`config.mk`:
```
export PLATFORM = sky130hd
export DESIGN_NAME = pll_lock_monitor
export DESIGN_NICKNAME = d
export VERILOG_FILES = /design/src/rtl/pll_mon_pkg.sv /design/src/rtl/pll_lock_chan.sv /design/src/rtl/pll_lock_monitor.sv
export SDC_FILE = /design/constraint.sdc
export NUM_CORES = 1
export LEC_CHECK = 0
export BUFFER_PORTS_ARGS = -buffer_cell sky130_fd_sc_hd__buf_2
export CAP_MARGIN = 20
export CELL_PAD_IN_SITES_DETAIL_PLACEMENT = 0
export CELL_PAD_IN_SITES_GLOBAL_PLACEMENT = 1
export CORE_UTILIZATION = 33
export CTS_CLUSTER_SIZE = 8
export DETAILED_ROUTE_END_ITERATION = 8
export GPL_TIMING_DRIVEN = 0
export PLACE_DENSITY_LB_ADDON = 0.12
export SKIP_CTS_REPAIR_TIMING = 1
export SLEW_MARGIN = 20
export SYNTH_ARGS = -nofsm -noshare
export SYNTH_HDL_FRONTEND = slang
export SYNTH_SLANG_ARGS = --single-unit
```
`constraint.sdc`:
```
create_clock -name clk_tb -period 2.7 [get_ports clk_tb]
set_input_delay 0.405 -clock clk_tb [delete_from_list [all_inputs] [get_ports clk_tb]]
set_output_delay 0.405 -clock clk_tb [all_outputs]
set_load 0.05 [all_outputs]
```
`src/rtl/pll_mon_pkg.sv`:
```
// Shared types and helpers for the PLL lock supervisor.
package pll_mon_pkg;

    typedef enum logic [1:0] {
        IDLE,
        WAIT,
        LOCKED,
        FAULT
    } state_e;

    localparam logic [1:0] ERR_NONE    = 2'd0;
    localparam logic [1:0] ERR_TIMEOUT = 2'd1;
    localparam logic [1:0] ERR_LOSS    = 2'd2;
    localparam logic [1:0] ERR_EXCESS  = 2'd3;

    function automatic logic [31:0] sat_inc(input logic [31:0] val, input logic [31:0] max);
        return (val >= max) ? val : val + 32'd1;
    endfunction

endpackage

```
`src/rtl/pll_lock_chan.sv`:
```
// One supervised PLL lock input: synchroniser, lock FSM, timeout timer and sticky error state.
module pll_lock_chan
    import pll_mon_pkg::*;
#(
    parameter int unsigned SYNC_STAGES = 2,
    parameter int unsigned TIMEOUT_CYC = 1024,
    parameter int unsigned MAX_LOCKS   = 1,
    parameter int unsigned CNT_W       = 2
) (
    input  logic             clk_i,
    input  logic             rst_n_i,
    input  logic             start_i,
    input  logic             clr_err_i,
    input  logic             pll_lock_i,
    output logic             locked_o,
    output logic             fault_o,
    output logic             err_flag_o,
    output logic [1:0]       err_code_o,
    output logic             err_pulse_o,
    output logic             err_ev_o,
    output logic [CNT_W-1:0] lock_cnt_o
);

    localparam int unsigned      TW         = $clog2(TIMEOUT_CYC);
    localparam logic [TW-1:0]    TIMER_LAST = TW'(TIMEOUT_CYC - 1);
    localparam logic [CNT_W-1:0] CNT_SAT    = '1;

    logic [SYNC_STAGES-1:0] sync_q;
    state_e                 state_q;
    logic [TW-1:0]          timer_q;
    logic [CNT_W-1:0]       lock_cnt_q;
    logic                   err_flag_q;
    logic [1:0]             err_code_q;
    logic                   err_pulse_q;

    logic       ls;
    logic       below_max;
    logic       err_ev;
    logic [1:0] err_new;
    logic [1:0] code_base;

    assign ls        = sync_q[SYNC_STAGES-1];
    assign below_max = 32'(lock_cnt_q) < MAX_LOCKS;
    assign code_base = clr_err_i ? ERR_NONE : err_code_q;

    always_ff @(posedge clk_i or negedge rst_n_i) begin
        if (!rst_n_i) begin
            sync_q <= '0;
        end else begin
            sync_q <= {sync_q[SYNC_STAGES-2:0], pll_lock_i};
        end
    end

    always_comb begin
        err_ev  = 1'b0;
        err_new = ERR_NONE;
        unique case (state_q)
            WAIT: begin
                if (ls) begin
                    if (!below_max) begin
                        err_ev  = 1'b1;
                        err_new = ERR_EXCESS;
                    end
                end else if (timer_q == TIMER_LAST) begin
                    err_ev  = 1'b1;
                    err_new = ERR_TIMEOUT;
                end
            end
            LOCKED: begin
                if (!ls) begin
                    err_ev  = 1'b1;
                    err_new = ERR_LOSS;
                end
            end
            default: ;
        endcase
    end

    // start overrides everything on its edge, so the event never leaves the channel then
    assign err_ev_o = err_ev & ~start_i;

    always_ff @(posedge clk_i or negedge rst_n_i) begin
        if (!rst_n_i) begin
            state_q     <= IDLE;
            timer_q     <= '0;
            lock_cnt_q  <= '0;
            err_flag_q  <= 1'b0;
            err_code_q  <= ERR_NONE;
            err_pulse_q <= 1'b0;
        end else if (start_i) begin
            state_q     <= WAIT;
            timer_q     <= '0;
            lock_cnt_q  <= '0;
            err_flag_q  <= 1'b0;
            err_code_q  <= ERR_NONE;
            err_pulse_q <= 1'b0;
        end else begin
            err_pulse_q <= err_ev;
            err_flag_q  <= err_ev | (err_flag_q & ~clr_err_i);
            err_code_q  <= (err_ev && code_base == ERR_NONE) ? err_new : code_base;
            unique case (state_q)
                IDLE: ;
                WAIT: begin
                    if (ls) begin
                        if (below_max) begin
                            state_q    <= LOCKED;
                            lock_cnt_q <= CNT_W'(sat_inc(32'(lock_cnt_q), 32'(CNT_SAT)));
                            timer_q    <= '0;
                        end else begin
                            state_q <= FAULT;
                        end
                    end else if (timer_q == TIMER_LAST) begin
                        state_q <= FAULT;
                    end else begin
                        timer_q <= timer_q + 1'b1;
                    end
                end
                LOCKED: begin
                    if (!ls) begin
                        state_q <= WAIT;
                        timer_q <= '0;
                    end
                end
                FAULT: ;
                default: state_q <= IDLE;
            endcase
        end
    end

    assign locked_o    = (state_q == LOCKED);
    assign fault_o     = (state_q == FAULT);
    assign err_flag_o  = err_flag_q;
    assign err_code_o  = err_code_q;
    assign err_pulse_o = err_pulse_q;
    assign lock_cnt_o  = lock_cnt_q;

endmodule

```
`src/rtl/pll_lock_monitor.sv`:
```
// Multi-channel PLL lock supervisor: per-channel monitors plus a global saturating error-cycle counter.
module pll_lock_monitor
    import pll_mon_pkg::*;
#(
    parameter int unsigned NUM_CH      = 2,
    parameter int unsigned SYNC_STAGES = 2,
    parameter int unsigned TIMEOUT_CYC = 1024,
    parameter int unsigned MAX_LOCKS   = 1,
    parameter int unsigned CNT_W       = 2,
    parameter int unsigned ERR_CNT_W   = 3
) (
    input  logic                    clk_tb,
    input  logic                    rst_n,
    input  logic                    start,
    input  logic                    clr_err,
    input  logic [NUM_CH-1:0]       pll_lock,
    output logic [NUM_CH-1:0]       locked,
    output logic [NUM_CH-1:0]       fault,
    output logic [NUM_CH-1:0]       err_flag,
    output logic [2*NUM_CH-1:0]     err_code,
    output logic [NUM_CH-1:0]       err_pulse,
    output logic [CNT_W*NUM_CH-1:0] lock_cnt,
    output logic [ERR_CNT_W-1:0]    err_cnt,
    output logic                    all_locked
);

    localparam logic [ERR_CNT_W-1:0] ERR_CNT_MAX = '1;

    logic [NUM_CH-1:0]    err_ev;
    logic [ERR_CNT_W-1:0] err_cnt_q;
    logic [ERR_CNT_W-1:0] err_cnt_d;

    for (genvar ch = 0; ch < NUM_CH; ch++) begin : g_ch
        pll_lock_chan #(
            .SYNC_STAGES (SYNC_STAGES),
            .TIMEOUT_CYC (TIMEOUT_CYC),
            .MAX_LOCKS   (MAX_LOCKS),
            .CNT_W       (CNT_W)
        ) u_chan (
            .clk_i       (clk_tb),
            .rst_n_i     (rst_n),
            .start_i     (start),
            .clr_err_i   (clr_err),
            .pll_lock_i  (pll_lock[ch]),
            .locked_o    (locked[ch]),
            .fault_o     (fault[ch]),
            .err_flag_o  (err_flag[ch]),
            .err_code_o  (err_code[2*ch +: 2]),
            .err_pulse_o (err_pulse[ch]),
            .err_ev_o    (err_ev[ch]),
            .lock_cnt_o  (lock_cnt[CNT_W*ch +: CNT_W])
        );
    end

    // Clear first, then count, so an error coincident with clr_err leaves the count at 1
    always_comb begin
        err_cnt_d = clr_err ? '0 : err_cnt_q;
        if (|err_ev) begin
            err_cnt_d = ERR_CNT_W'(sat_inc(32'(err_cnt_d), 32'(ERR_CNT_MAX)));
        end
    end

    always_ff @(posedge clk_tb or negedge rst_n) begin
        if (!rst_n) begin
            err_cnt_q <= '0;
        end else begin
            err_cnt_q <= err_cnt_d;
        end
    end

    assign err_cnt    = err_cnt_q;
    assign all_locked = &locked;

endmodule
```
==> out/results.ini <==
[timing]
max-slew-margin-rel_pct = 36.2
hold_violations = 0
worst_slew_pin_slew_ns = 0.948
setup_viol = 0
grt_setup_unrepaired = false
final_max_slew_viol_count = 0
fin_crit_sh_pct = 86.9
fin_crit_ns = 2.35
clock_skew_ns = 0.00632
fmax_mhz = 426
tns_ns = 0

[grt]
overflow = 0
antenna_found_initial = 0
grt_pass1_vias = 1992
grt_max_degree = 44
track_usage_pct = 15.2
grt_pass1_wl_um = 9830

[placement]
port_buffers = 25
dp_hpwl_um = 4010
place.gp.congestion = 0.736

[worst_setup_path]
crit_path_start_kind = register
r2r-end = g_ch[1].u_chan.timer_q[3]
path_max_fanout = 7
cp.arrival_ns = 2.54
path_class = register to register
critPathRequiredTime_ns = 2.90
rr_startpoint = g_ch[1].u_chan.timer_q[0]
r2r_slack_ns = 0.35
reg2regPathDepth = 7
cp-end-kind = register

[layout]
antenna_cells = 0
area.growth.synth_to_final_pct = 14.5
final_util_pct = 39.7
final_nets = 335
drive_gt1_share_pct = 18.4
fill_cells = 765

[detailed_routing]
avgRoutedWirePerCell_um = 13.7
drtAntennaViolNets = 0
top_layer_used = met4
routed-wl-met3_um = 152
avgViaCountPerCell = 5.06
wirelength_met1_um = 2950
dr_wl_met2_um = 2510
post-route-drc-count = 0
dr.pass1.iters = 4
wirelength_um = 5690
route.vias.total = 2101
initialDrtViolationCount = 94

[floorplanning]
chipWidth_um = 89.8
coreArea_sq_um = 7330
die_area_sq_um = 8060
die_h_um = 89.8
initial_core_util_pct = 34.7
num_rows = 31
io_pins = 26

[worst_hold_path]
hold_path.class = primary input to asynchronous set/reset pin

[yosys]
synth_nets = 303
synth_warnings = 0
synth_common_cells = 43 x dfrtp_1, 32 x nor2_1, 29 x o21ai_0, 22 x nand2_1, 17 x a21oi_1
synth_cells = 283
syn-cell-area_sq_um = 2540
synth-seq-cells = 43
synth_area_leaders = dfrtp_1 42%, ha_1 6.9%, o21ai_0 5.7%
netlist.area_leader.share_pct = 42.3
yosys.area.top_type = dfrtp_1
synthArstFlopShare_pct = 100
ys.flop_type = dfrtp_1
yosys.cell_types.count = 52
ys_seq_area_share_pct = 42.3
syn_avg_cell_area_sq_um = 8.98
synth_edf_count = 0
yosysMostFrequentCell = dfrtp_1

[cts]
clkSlewWorstSetupHoldPaths_ns = 0.08
cts.sinks = 43
numCtsBuffers = 5
clockBufferDepth = 2
h-tree-depth = 2
cts_tree = done
cts_root_buf = clkbuf_8
worstSkewPairLatency_ns = 0.30

[outcome]
status = completed

[power]
power_leakage_nw = 1.35
power.density_nw_per_um2 = 655
vdd_ir_drop_max_uv = 282

[flow_run]
cap_violations = 0

-- layout make-up --
class	instances	area, sq um	area share, %
inverter	13	48.8	1.68
timing repair buffer	25	128	4.38
multi-input combinational	206	1300	44.5
clock buffer	6	82.6	2.84
clock inverter	2	35.0	1.20
tap	99	124	4.25
sequential	43	1080	37.0
buffer	21	121	4.17
-- worst max-delay path by stage --
stage	from	depth (start not counted)	slack, ns	end
finish	g_ch[1].u_chan.timer_q[0]	7	0.35	g_ch[1].u_chan.timer_q[3]
floorplan	g_ch[1].u_chan.lock_cnt_o[0]	7	0.67	err_cnt[0]
CTS	g_ch[1].u_chan.timer_q[0]	7	0.30	g_ch[1].u_chan.timer_q[3]
detailed placement	g_ch[1].u_chan.timer_q[0]	7	0.35	g_ch[1].u_chan.timer_q[4]
global route	g_ch[1].u_chan.timer_q[0]	7	0.12	g_ch[1].u_chan.timer_q[3]
global placement	g_ch[1].u_chan.timer_q[0]	7	0.33	g_ch[1].u_chan.timer_q[8]
-- placed cells by master (no fill, tap or decap), types with 5 or more instances in the layout --
| master | instances |
|---|---|
| buf_4 | 9 |
| nand2b_1 | 9 |
| clkbuf_8 | 6 |
| a31oi_1 | 5 |
| nand3_1 | 10 |
| nand2_1 | 22 |
| nor2b_1 | 7 |
| a21oi_1 | 17 |
| dfrtp_1 | 43 |
| inv_1 | 13 |
| o21ai_0 | 29 |
| buf_2 | 28 |
| nor2_1 | 32 |
| clkbuf_1 | 7 |
| ha_1 | 14 |
-- logic make-up after synthesis --
| family | count (synthesis) | synth area share (%) |
|---|---|---|
| AND/OR/NAND/NOR | 116 | 25.0 |
| AO/OA/AOI/OAI | 70 | 16.7 |
| flip-flops | 43 | 42.3 |
| buffers and inverters | 34 | 6.69 |
| adder cells (fa/ha/maj) | 14 | 6.89 |
| multiplexers | 4 | 1.67 |
| XOR/XNOR | 2 | 0.689 |
-- where the power goes --
part | internal (mW) | switching, mW | total [mW]
registers | 0.701 | 0.0569 | 0.758
clock network | 0.300 | 0.234 | 0.534
logic | 0.209 | 0.407 | 0.615
total | 1.21 | 0.697 | 1.91
-- critical path: stages, from the launching register on --
cell	delay (ns)
dfrtp_1	0.43
ha_1	0.24
and3_1	0.19
buf_6	0.13
and4_4	0.21
nor4_1	0.72
nand2_1	0.09
o21ai_0	0.24
-- sequential cells by signal (all words and copies together) (netlist names) --
name and count:
g_ch.u_chan.timer_q 20, g_ch.u_chan.err_code_o 4, g_ch.u_chan.lock_cnt_o 4, g_ch.u_chan.state_q 4, g_ch.u_chan.sync_q 4, err_cnt 3
g_ch.u_chan.err_flag_o 2, g_ch.u_chan.err_pulse_o 2
-- metrics by stage --
step | instances | power, mW | worst slack (ns) | cell area [sq um] | hold slack, ns
2_1_floorplan | 283 | 1.24 | 0.669 | 2540 | 0.109
3_3_place_gp | 407 | 1.39 | 0.328 | 2790 | 0.333
3_5_place_dp | 407 | 1.39 | 0.354 | 2790 | 0.345
4_1_cts | 415 | 1.94 | 0.299 | 2910 | 0.199
5_1_grt | 415 | 2.03 | 0.121 | 2910 | 0.149
6_report | 415 | 1.91 | 0.352 | 2910 | 0.0994
-- layer usage --
| metal | vias up | global-route usage [%] |
|---|---|---|
| li1 | 1052 | - |
| met1 | 1012 | 21.8 |
| met2 | 30 | 22.8 |
| met3 | 7 | 2.96 |
| met4 | 0 | 5.33 |
| met5 | - | 0 |
Note: power is estimated with default switching activity, not from simulation.
